--- config.mk ---
export PLATFORM = sky130hd
export DESIGN_NAME = ansi_key_decoder
export DESIGN_NICKNAME = d
export VERILOG_FILES = /design/src/rtl/ansi_key_decoder.sv
export SDC_FILE = /design/constraint.sdc
export NUM_CORES = 1
export LEC_CHECK = 0
export CORE_MARGIN = 2
export CORE_UTILIZATION = 60
export CTS_CLUSTER_DIAMETER = 30
export DETAILED_ROUTE_END_ITERATION = 6
export DONT_BUFFER_PORTS = 1
export PLACE_DENSITY = 0.76
export SYNTH_ARGS = -nofsm -noshare
export SYNTH_HDL_FRONTEND = slang
export SYNTH_SLANG_ARGS = --single-unit
--- constraint.sdc ---
create_clock -name clk -period 3.2 [get_ports clk]
set_input_delay 0.16 -clock clk [delete_from_list [all_inputs] [get_ports clk]]
set_output_delay 0.16 -clock clk [all_outputs]
set_load 0.05 [all_outputs]
--- src/rtl/ansi_key_decoder.sv ---
// ansi_key_decoder
//   Parses the raw keyboard byte stream into single-cycle key events:
//   printable characters, Space, Enter, bare ESC, Alt+key (ESC prefix) and
//   CSI escape sequences (arrows, Home/End, Delete, anything else reported
//   as UNKNOWN with its final byte).
//
// Ports
//   clk        system clock, rising edge
//   rst        asynchronous active-high reset
//   inp[7:0]   raw byte, 8'h00 = no byte this cycle
//   key_valid  one-cycle event strobe
//   key_code   event code (NONE/CHAR/SPACE/ENTER/ESC/arrows/HOME/END/DEL/ALT/UNKNOWN)
//   key_char   byte for CHAR/ALT, final byte for UNKNOWN, else 0
//   key_param  first decimal CSI parameter (saturating at 255), else 0
//   err        one-cycle strobe when a sequence is aborted
//
// All outputs are registered: an event shows up the cycle after the edge
// that samples its terminating byte.
module ansi_key_decoder #(
  parameter int ESC_TIMEOUT   = 4,
  parameter int MAX_PARAM_LEN = 3
) (
  input  logic       clk,
  input  logic       rst,
  input  logic [7:0] inp,
  output logic       key_valid,
  output logic [3:0] key_code,
  output logic [7:0] key_char,
  output logic [7:0] key_param,
  output logic       err
);

  localparam int CW = $clog2(ESC_TIMEOUT + 1);
  localparam int LW = (MAX_PARAM_LEN < 1) ? 1 : $clog2(MAX_PARAM_LEN + 1);
  localparam logic [CW-1:0] TO_VAL  = CW'(ESC_TIMEOUT);
  localparam logic [LW-1:0] LEN_MAX = LW'(MAX_PARAM_LEN);

  localparam logic [7:0] B_ESC  = 8'h1B;
  localparam logic [7:0] B_LBR  = 8'h5B;
  localparam logic [7:0] B_SEMI = 8'h3B;

  localparam logic [3:0] K_NONE  = 4'd0;
  localparam logic [3:0] K_CHAR  = 4'd1;
  localparam logic [3:0] K_SPACE = 4'd2;
  localparam logic [3:0] K_ENTER = 4'd3;
  localparam logic [3:0] K_ESC   = 4'd4;
  localparam logic [3:0] K_UP    = 4'd5;
  localparam logic [3:0] K_DOWN  = 4'd6;
  localparam logic [3:0] K_RIGHT = 4'd7;
  localparam logic [3:0] K_LEFT  = 4'd8;
  localparam logic [3:0] K_HOME  = 4'd9;
  localparam logic [3:0] K_END   = 4'd10;
  localparam logic [3:0] K_DEL   = 4'd11;
  localparam logic [3:0] K_ALT   = 4'd12;
  localparam logic [3:0] K_UNK   = 4'd13;

  typedef enum logic [1:0] {S_IDLE, S_ESC, S_CSI} state_t;

  state_t        state, state_d;
  logic [CW-1:0] cnt, cnt_d, cnt_inc;
  logic [7:0]    param, param_d;
  logic [LW-1:0] len, len_d;
  logic          semi, semi_d;       // ';' seen: stop accumulating digits
  logic          tmo;
  logic [11:0]   acc;

  logic          ev_valid;
  logic [3:0]    ev_code;
  logic [7:0]    ev_char;
  logic [7:0]    ev_param;
  logic          ev_err;

  // byte classes used while inside a CSI
  logic is_digit, is_pbyte, is_final, is_ctrl;
  assign is_digit = (inp >= 8'h30) && (inp <= 8'h39);
  assign is_pbyte = (inp >= 8'h20) && (inp <= 8'h3F);
  assign is_final = (inp >= 8'h40) && (inp <= 8'h7E);
  assign is_ctrl  = (inp != 8'h00) && (inp < 8'h20) && (inp != B_ESC);

  // idle counter saturates at the timeout value; timeout fires on the
  // zero byte that brings it there
  assign cnt_inc = (cnt == TO_VAL) ? cnt : cnt + CW'(1);
  assign tmo     = (inp == 8'h00) && (cnt_inc == TO_VAL);

  // 12-bit intermediate so param*10+digit cannot wrap before clamping
  assign acc = {4'd0, param} * 12'd10 + {8'd0, inp[3:0]};

  // ---------------------------------------------------------------------
  // state register (also holds the registered event outputs)
  // ---------------------------------------------------------------------
  always_ff @(posedge clk or posedge rst) begin
    if (rst) begin
      state     <= S_IDLE;
      cnt       <= '0;
      param     <= '0;
      len       <= '0;
      semi      <= 1'b0;
      key_valid <= 1'b0;
      key_code  <= K_NONE;
      key_char  <= '0;
      key_param <= '0;
      err       <= 1'b0;
    end else begin
      state     <= state_d;
      cnt       <= cnt_d;
      param     <= param_d;
      len       <= len_d;
      semi      <= semi_d;
      key_valid <= ev_valid;
      key_code  <= ev_code;
      key_char  <= ev_char;
      key_param <= ev_param;
      err       <= ev_err;
    end
  end

  // ---------------------------------------------------------------------
  // next state and sequence datapath
  // ---------------------------------------------------------------------
  always_comb begin
    state_d = state;
    cnt_d   = cnt;
    param_d = param;
    len_d   = len;
    semi_d  = semi;
    unique case (state)
      S_IDLE: begin
        if (inp == B_ESC) begin
          state_d = S_ESC;
          cnt_d   = '0;
        end
      end
      S_ESC: begin
        if (inp == 8'h00) begin
          cnt_d = cnt_inc;
          if (tmo) begin
            state_d = S_IDLE;
            cnt_d   = '0;
          end
        end else if (inp == B_LBR) begin
          state_d = S_CSI;
          cnt_d   = '0;
          param_d = '0;
          len_d   = '0;
          semi_d  = 1'b0;
        end else if (inp == B_ESC) begin
          cnt_d = '0;               // previous ESC resolved, new one pending
        end else begin
          state_d = S_IDLE;
        end
      end
      S_CSI: begin
        cnt_d = '0;
        if (inp == 8'h00) begin
          cnt_d = cnt_inc;
          if (tmo) begin
            state_d = S_IDLE;
            cnt_d   = '0;
          end
        end else if (inp == B_ESC) begin
          state_d = S_ESC;          // abandon CSI, new sequence starts
        end else if (is_ctrl) begin
          state_d = S_IDLE;
        end else if (is_pbyte) begin
          if (len == LEN_MAX) begin
            state_d = S_IDLE;       // too long: abort
          end else begin
            len_d = len + LW'(1);
            if (inp == B_SEMI) semi_d = 1'b1;
            if (is_digit && !semi) param_d = (acc > 12'd255) ? 8'hFF : acc[7:0];
          end
        end else if (is_final) begin
          state_d = S_IDLE;
        end
        // 0x7F..0xFF inside a CSI are dropped without effect
      end
      default: state_d = S_IDLE;
    endcase
  end

  // ---------------------------------------------------------------------
  // event decode (registered on the next edge)
  // ---------------------------------------------------------------------
  always_comb begin
    ev_valid = 1'b0;
    ev_code  = K_NONE;
    ev_char  = '0;
    ev_param = '0;
    ev_err   = 1'b0;
    unique case (state)
      S_IDLE: begin
        if (inp != 8'h00 && inp != B_ESC) begin
          ev_valid = 1'b1;
          if (inp == 8'h20) begin
            ev_code = K_SPACE;
          end else if (inp == 8'h0A || inp == 8'h0D) begin
            ev_code = K_ENTER;
          end else begin
            ev_code = K_CHAR;
            ev_char = inp;
          end
        end
      end
      S_ESC: begin
        if (tmo || inp == B_ESC) begin
          ev_valid = 1'b1;
          ev_code  = K_ESC;
        end else if (inp != 8'h00 && inp != B_LBR) begin
          ev_valid = 1'b1;
          ev_code  = K_ALT;
          ev_char  = inp;
        end
      end
      S_CSI: begin
        if (tmo || inp == B_ESC || is_ctrl || (is_pbyte && len == LEN_MAX)) begin
          ev_err = 1'b1;
        end else if (is_final) begin
          ev_valid = 1'b1;
          ev_param = param;
          case (inp)
            8'h41: ev_code = K_UP;
            8'h42: ev_code = K_DOWN;
            8'h43: ev_code = K_RIGHT;
            8'h44: ev_code = K_LEFT;
            8'h48: ev_code = K_HOME;
            8'h46: ev_code = K_END;
            8'h7E: begin
              case (param)
                8'd1:    ev_code = K_HOME;
                8'd3:    ev_code = K_DEL;
                8'd4:    ev_code = K_END;
                default: begin
                  ev_code = K_UNK;
                  ev_char = inp;
                end
              endcase
            end
            default: begin
              ev_code = K_UNK;
              ev_char = inp;
            end
          endcase
        end
      end
      default: ;
    endcase
  end

endmodule

==> results by group <==
Run status
  – Outcome: finished clean

STA
  – Number of failing setup endpoints in the final timing report: 0
  – Max transition margin: 57.6%
  – Hold violation total from the final report: 0
  – Setup slack after layout: ~210 ps
  – Final Critical Period: roughly 3000 ps
  – Post-route clock period utilization: 93.4%
  – Worst Skew: 12.4 ps
  – RSZ-0062 raised after global routing: no
  – Slew @ Worst Pin: 631 ps
  – Fin Setup TNS: 0 ps
  – Peak clock frequency supported by timing: 0.335 GHz
  – Slew Limit Fails: 0

Clock tree
  – Number of CTS-inserted buffers: 5
  – Worst-path clk slew: 70 ps
  – Quantity of hold-fixing buffers added after cts: 8
  – Clock Tree Buf Depth: 2
  – Quantity of gates resized following cts: 0
  – H-tree depth reported by CTS: 2
  – Number of sinks handled by clock tree synthesis: 38
  – Clock tree from TritonCTS: yes
  – Number of buffers added for setup after CTS: 0
  – Clock latency on the worst-skew pair: 290 ps
  – Clk root buf: sky130_fd_sc_hd__clkbuf_8

Critical path
  – Gate family responsible for the most delay along the worst path: adder cells
  – Worst path bufs/invs: 0
  – Critical path start-end classification: reg2reg
  – Sort of element at the end of the critical path: register
  – Required arrival time at the worst endpoint: 3350 ps
  – Critical-path cell with the highest stage delay: sky130_fd_sc_hd__or4b_1
  – Slowest Stage Delay on Critical Path: 480 ps
  – Ordered cell list for the critical path: ha_1 > ha_1 > fa_1 > xnor2_1 > a211o_1 > or4b_1 > o211ai_1 > o211ai_1
  – Reg2Reg Setup Slack: 210 ps
  – Arr. time, crit path: 3140 ps
  – Worst setup SP type: register
  – Highest net fanout along the worst path: 5

Drt
  – Met2 Wirelength: approximately 2.9 mm
  – Routed length on met3: 212 um
  – Mean number of vias per cell: roughly 6.4
  – Vias: 2,265
  – Iter 0 DRT Violations: 193
  – Highest routed metal layer: met4
  – Remaining antenna violation count after routing: 0
  – Total iterations of the first detailed-routing run: 4
  – Per-cell routed wire length: 16.9 um
  – Met1 Routed Length: 2.81 mm
  – DRC errors left: 0
  – WL final: around 6 mm

Power and ir drop
  – Maximum resistive drop on vdd: 0.223 mV
  – Sequential share of power: 53.3%
  – Clk pwr share: between 20% and 30%
  – Power density relative to cell area: 486 nW/um2
  – Combinational group share of total power: between 20% and 30%
  – Switching pwr: 582 uW
  – Switching fraction of total power: 41.8%
  – Internal Pwr Total: 812 uW
  – Leakage power: approximately 0.0013 uW

Cells and area
  – Share of post-route cells with drive strength above 1: 7.92%
  – Filler cell count in the final layout: 364
  – Total area of sequential cells: 951 um2
  – Count of antenna diodes in the layout: 0
  – Post-route cell area: 2870 um2
  – Area Overhead vs Synth: 7.04%
  – Total area of multi-input combinational cells: 1620 um2
  – Cell Count, Final, Fillers Out: 355
  – Post-layout net count: 337

Yosys
  – Most instantiated library cell after synthesis: sky130_fd_sc_hd__dfrtp_1
  – Mean post-synth cell area: 9.00 um2
  – Yosys Warn Count: 0
  – Top cell type's share of synthesized area: between 30% and 40%
  – Synthesized-area fraction occupied by ao, oa, aoi and oai cells: 21.1%
  – Distinct cell type count of the synthesized netlist: 61
  – Post-synthesis share of cell area spent on xor and xnor gates: approximately 1.3%
  – Commonest cells post-synth: 38 x sky130_fd_sc_hd__dfrtp_1, 30 x sky130_fd_sc_hd__a21oi_1, 22 x sky130_fd_sc_hd__ha_1, 17 x sky130_fd_sc_hd__nor2_1, 14 x sky130_fd_sc_hd__nand2_1
  – Register area share after synthesis: a little over a third
  – Post-Syn Nets: 332
  – Simple logic cell fraction of the synthesized area: 24.4%
  – Top post-synthesis cells by area: sky130_fd_sc_hd__dfrtp_1 35%, sky130_fd_sc_hd__ha_1 10%, sky130_fd_sc_hd__a21oi_1 5.6%
  – Adder and majority gate portion of the synthesized area: 11.8%
  – Number of flops mapped to enable cells by yosys: 0
  – Cell accounting for the most synthesized area: sky130_fd_sc_hd__dfrtp_1
  – Most frequently used flop master after synthesis: sky130_fd_sc_hd__dfrtp_1
  – Main combinational cell family by area after synthesis: simple AND/OR/NAND/NOR gates
  – Synth async-reset ratio: 100%
  – #FFs+latches synth: 38
  – Cell count after synthesis: 298
  – Synthesized area: 2680 um2
  – Portion of netlist area occupied by mux cells: 1.91%

Floorplan
  – Die width: just over 70 um
  – Chip Height: 70.9 um
  – Number of standard-cell rows in the floorplan: 24
  – Area inside the core boundary: 4320 um2
  – Initial core utilization: 62.0%
  – Total die area: 5020 um2
  – Count of boundary I/O pins: 32

Global route
  – Number of global-route vias before repair: 2,222
  – Global-route wire length before repair: between 10 and 15 mm
  – GRT Resource Usage Total: between 20% and 30%
  – Global route overflow: 0
  – Initial antenna violation count: 0
  – Largest net degree at the start of global routing: 39

Placement
  – Number of port buffers: 0
  – Post-Place Cells: 340
  – RD Place Congestion: between 0.8 and 0.9
  – Pre-CTS setup slack: 222 ps
  – Half-perimeter wire length after detailed placement: 4.43 mm
  – Instance area after placement: 2710 um2

Flow run
  – Number of max-capacitance violations reported: 0

Hold path
  – Worst hold-check path type: in2reg
layer usage:
metal	vias up	GRT usage, %
met4	0	8.81
met2	47	42.5
met5	-	0
li1	1108	-
met3	8	4.56
met1	1102	33.8
sequential cells by signal, indices dropped and copies added, names as in the netlist:
signal	cells
err	1
state	2
len	2
param	8
key_code	4
key_param	8
key_valid	1
key_char	8
cnt	3
semi	1
final timing paths:
check	start	endpoint	cells past startpoint
worst min-delay path	inp[4]	key_char[4]$_DFF_PP0_	2
worst max-delay path	param[3]$_DFFE_PP0P_	param[7]$_DFFE_PP0P_	8
worst min register to register	len[1]$_DFFE_PP0P_	len[1]$_DFFE_PP0P_	2
max in group asynchronous	rst	key_char[5]$_DFF_PP0_	3
min in group asynchronous	rst	key_param[1]$_DFF_PP0_	3
worst max register to register	param[3]$_DFFE_PP0P_	param[7]$_DFFE_PP0P_	8
layout make-up:
type,instances,share of cell area [%]
multi-input combinational,234,56.5
clock inverter,2,0.349
sequential,38,33.1
inverter,12,1.57
clock buffer,5,2.40
tap,52,2.27
timing repair buffer,12,3.83
worst reg2reg max path: stages (launching register included):
cell and delay (ps):
sky130_fd_sc_hd__dfrtp_1 420, sky130_fd_sc_hd__ha_1 290, sky130_fd_sc_hd__ha_1 240, sky130_fd_sc_hd__fa_1 430, sky130_fd_sc_hd__xnor2_1 190, sky130_fd_sc_hd__a211o_1 300
sky130_fd_sc_hd__or4b_1 480, sky130_fd_sc_hd__o211ai_1 360, sky130_fd_sc_hd__o211ai_1 140
cell usage in the layout (no fill, tap or decap), types with 5 or more instances in the layout:
cell / synthesis / final
sky130_fd_sc_hd__inv_1: 12 / 12
sky130_fd_sc_hd__nor2_1: 17 / 17
sky130_fd_sc_hd__nand2b_1: 8 / 8
sky130_fd_sc_hd__o21ai_0: 10 / 10
sky130_fd_sc_hd__clkbuf_8: 0 / 5
sky130_fd_sc_hd__a211oi_1: 5 / 5
sky130_fd_sc_hd__nand3_1: 12 / 12
sky130_fd_sc_hd__or3_1: 6 / 6
sky130_fd_sc_hd__dlygate4sd3_1: 0 / 8
sky130_fd_sc_hd__dfrtp_1: 38 / 38
sky130_fd_sc_hd__nand2_1: 14 / 14
sky130_fd_sc_hd__nor3_1: 11 / 11
sky130_fd_sc_hd__nand3b_1: 5 / 5
sky130_fd_sc_hd__a21oi_1: 30 / 30
sky130_fd_sc_hd__and3_1: 11 / 11
sky130_fd_sc_hd__ha_1: 22 / 22
power groups by stage:
stage / clock [uW] / sequential [uW] / combinational, uW
6_report: 303 / 743 / 348
5_1_grt: 328 / 749 / 391
4_1_cts: 312 / 742 / 346
3_5_place_dp: 0 / 753 / 336
3_3_place_gp: 0 / 751 / 330
2_1_floorplan: 0 / 745 / 294
cells by family after synthesis:
family / count (synthesis)
compound gates: 86
xor+xnor: 4
flops: 38
simple gates: 115
mux: 5
fa+ha+maj: 24
buf+inv: 26
through the flow:
| step | power (uW) | utilization, % | hold WS [ps] |
|---|---|---|---|
| 3_3_place_gp | 1080 | 62.7 | 183 |
| 5_1_grt | 1470 | 66.4 | 26.5 |
| 6_report | 1390 | 66.4 | 32.5 |
| 3_5_place_dp | 1090 | 62.7 | 192 |
| 2_1_floorplan | 1040 | - | 268 |
| 4_1_cts | 1400 | 66.4 | 12.9 |
(Power assumes the default switching activity.)
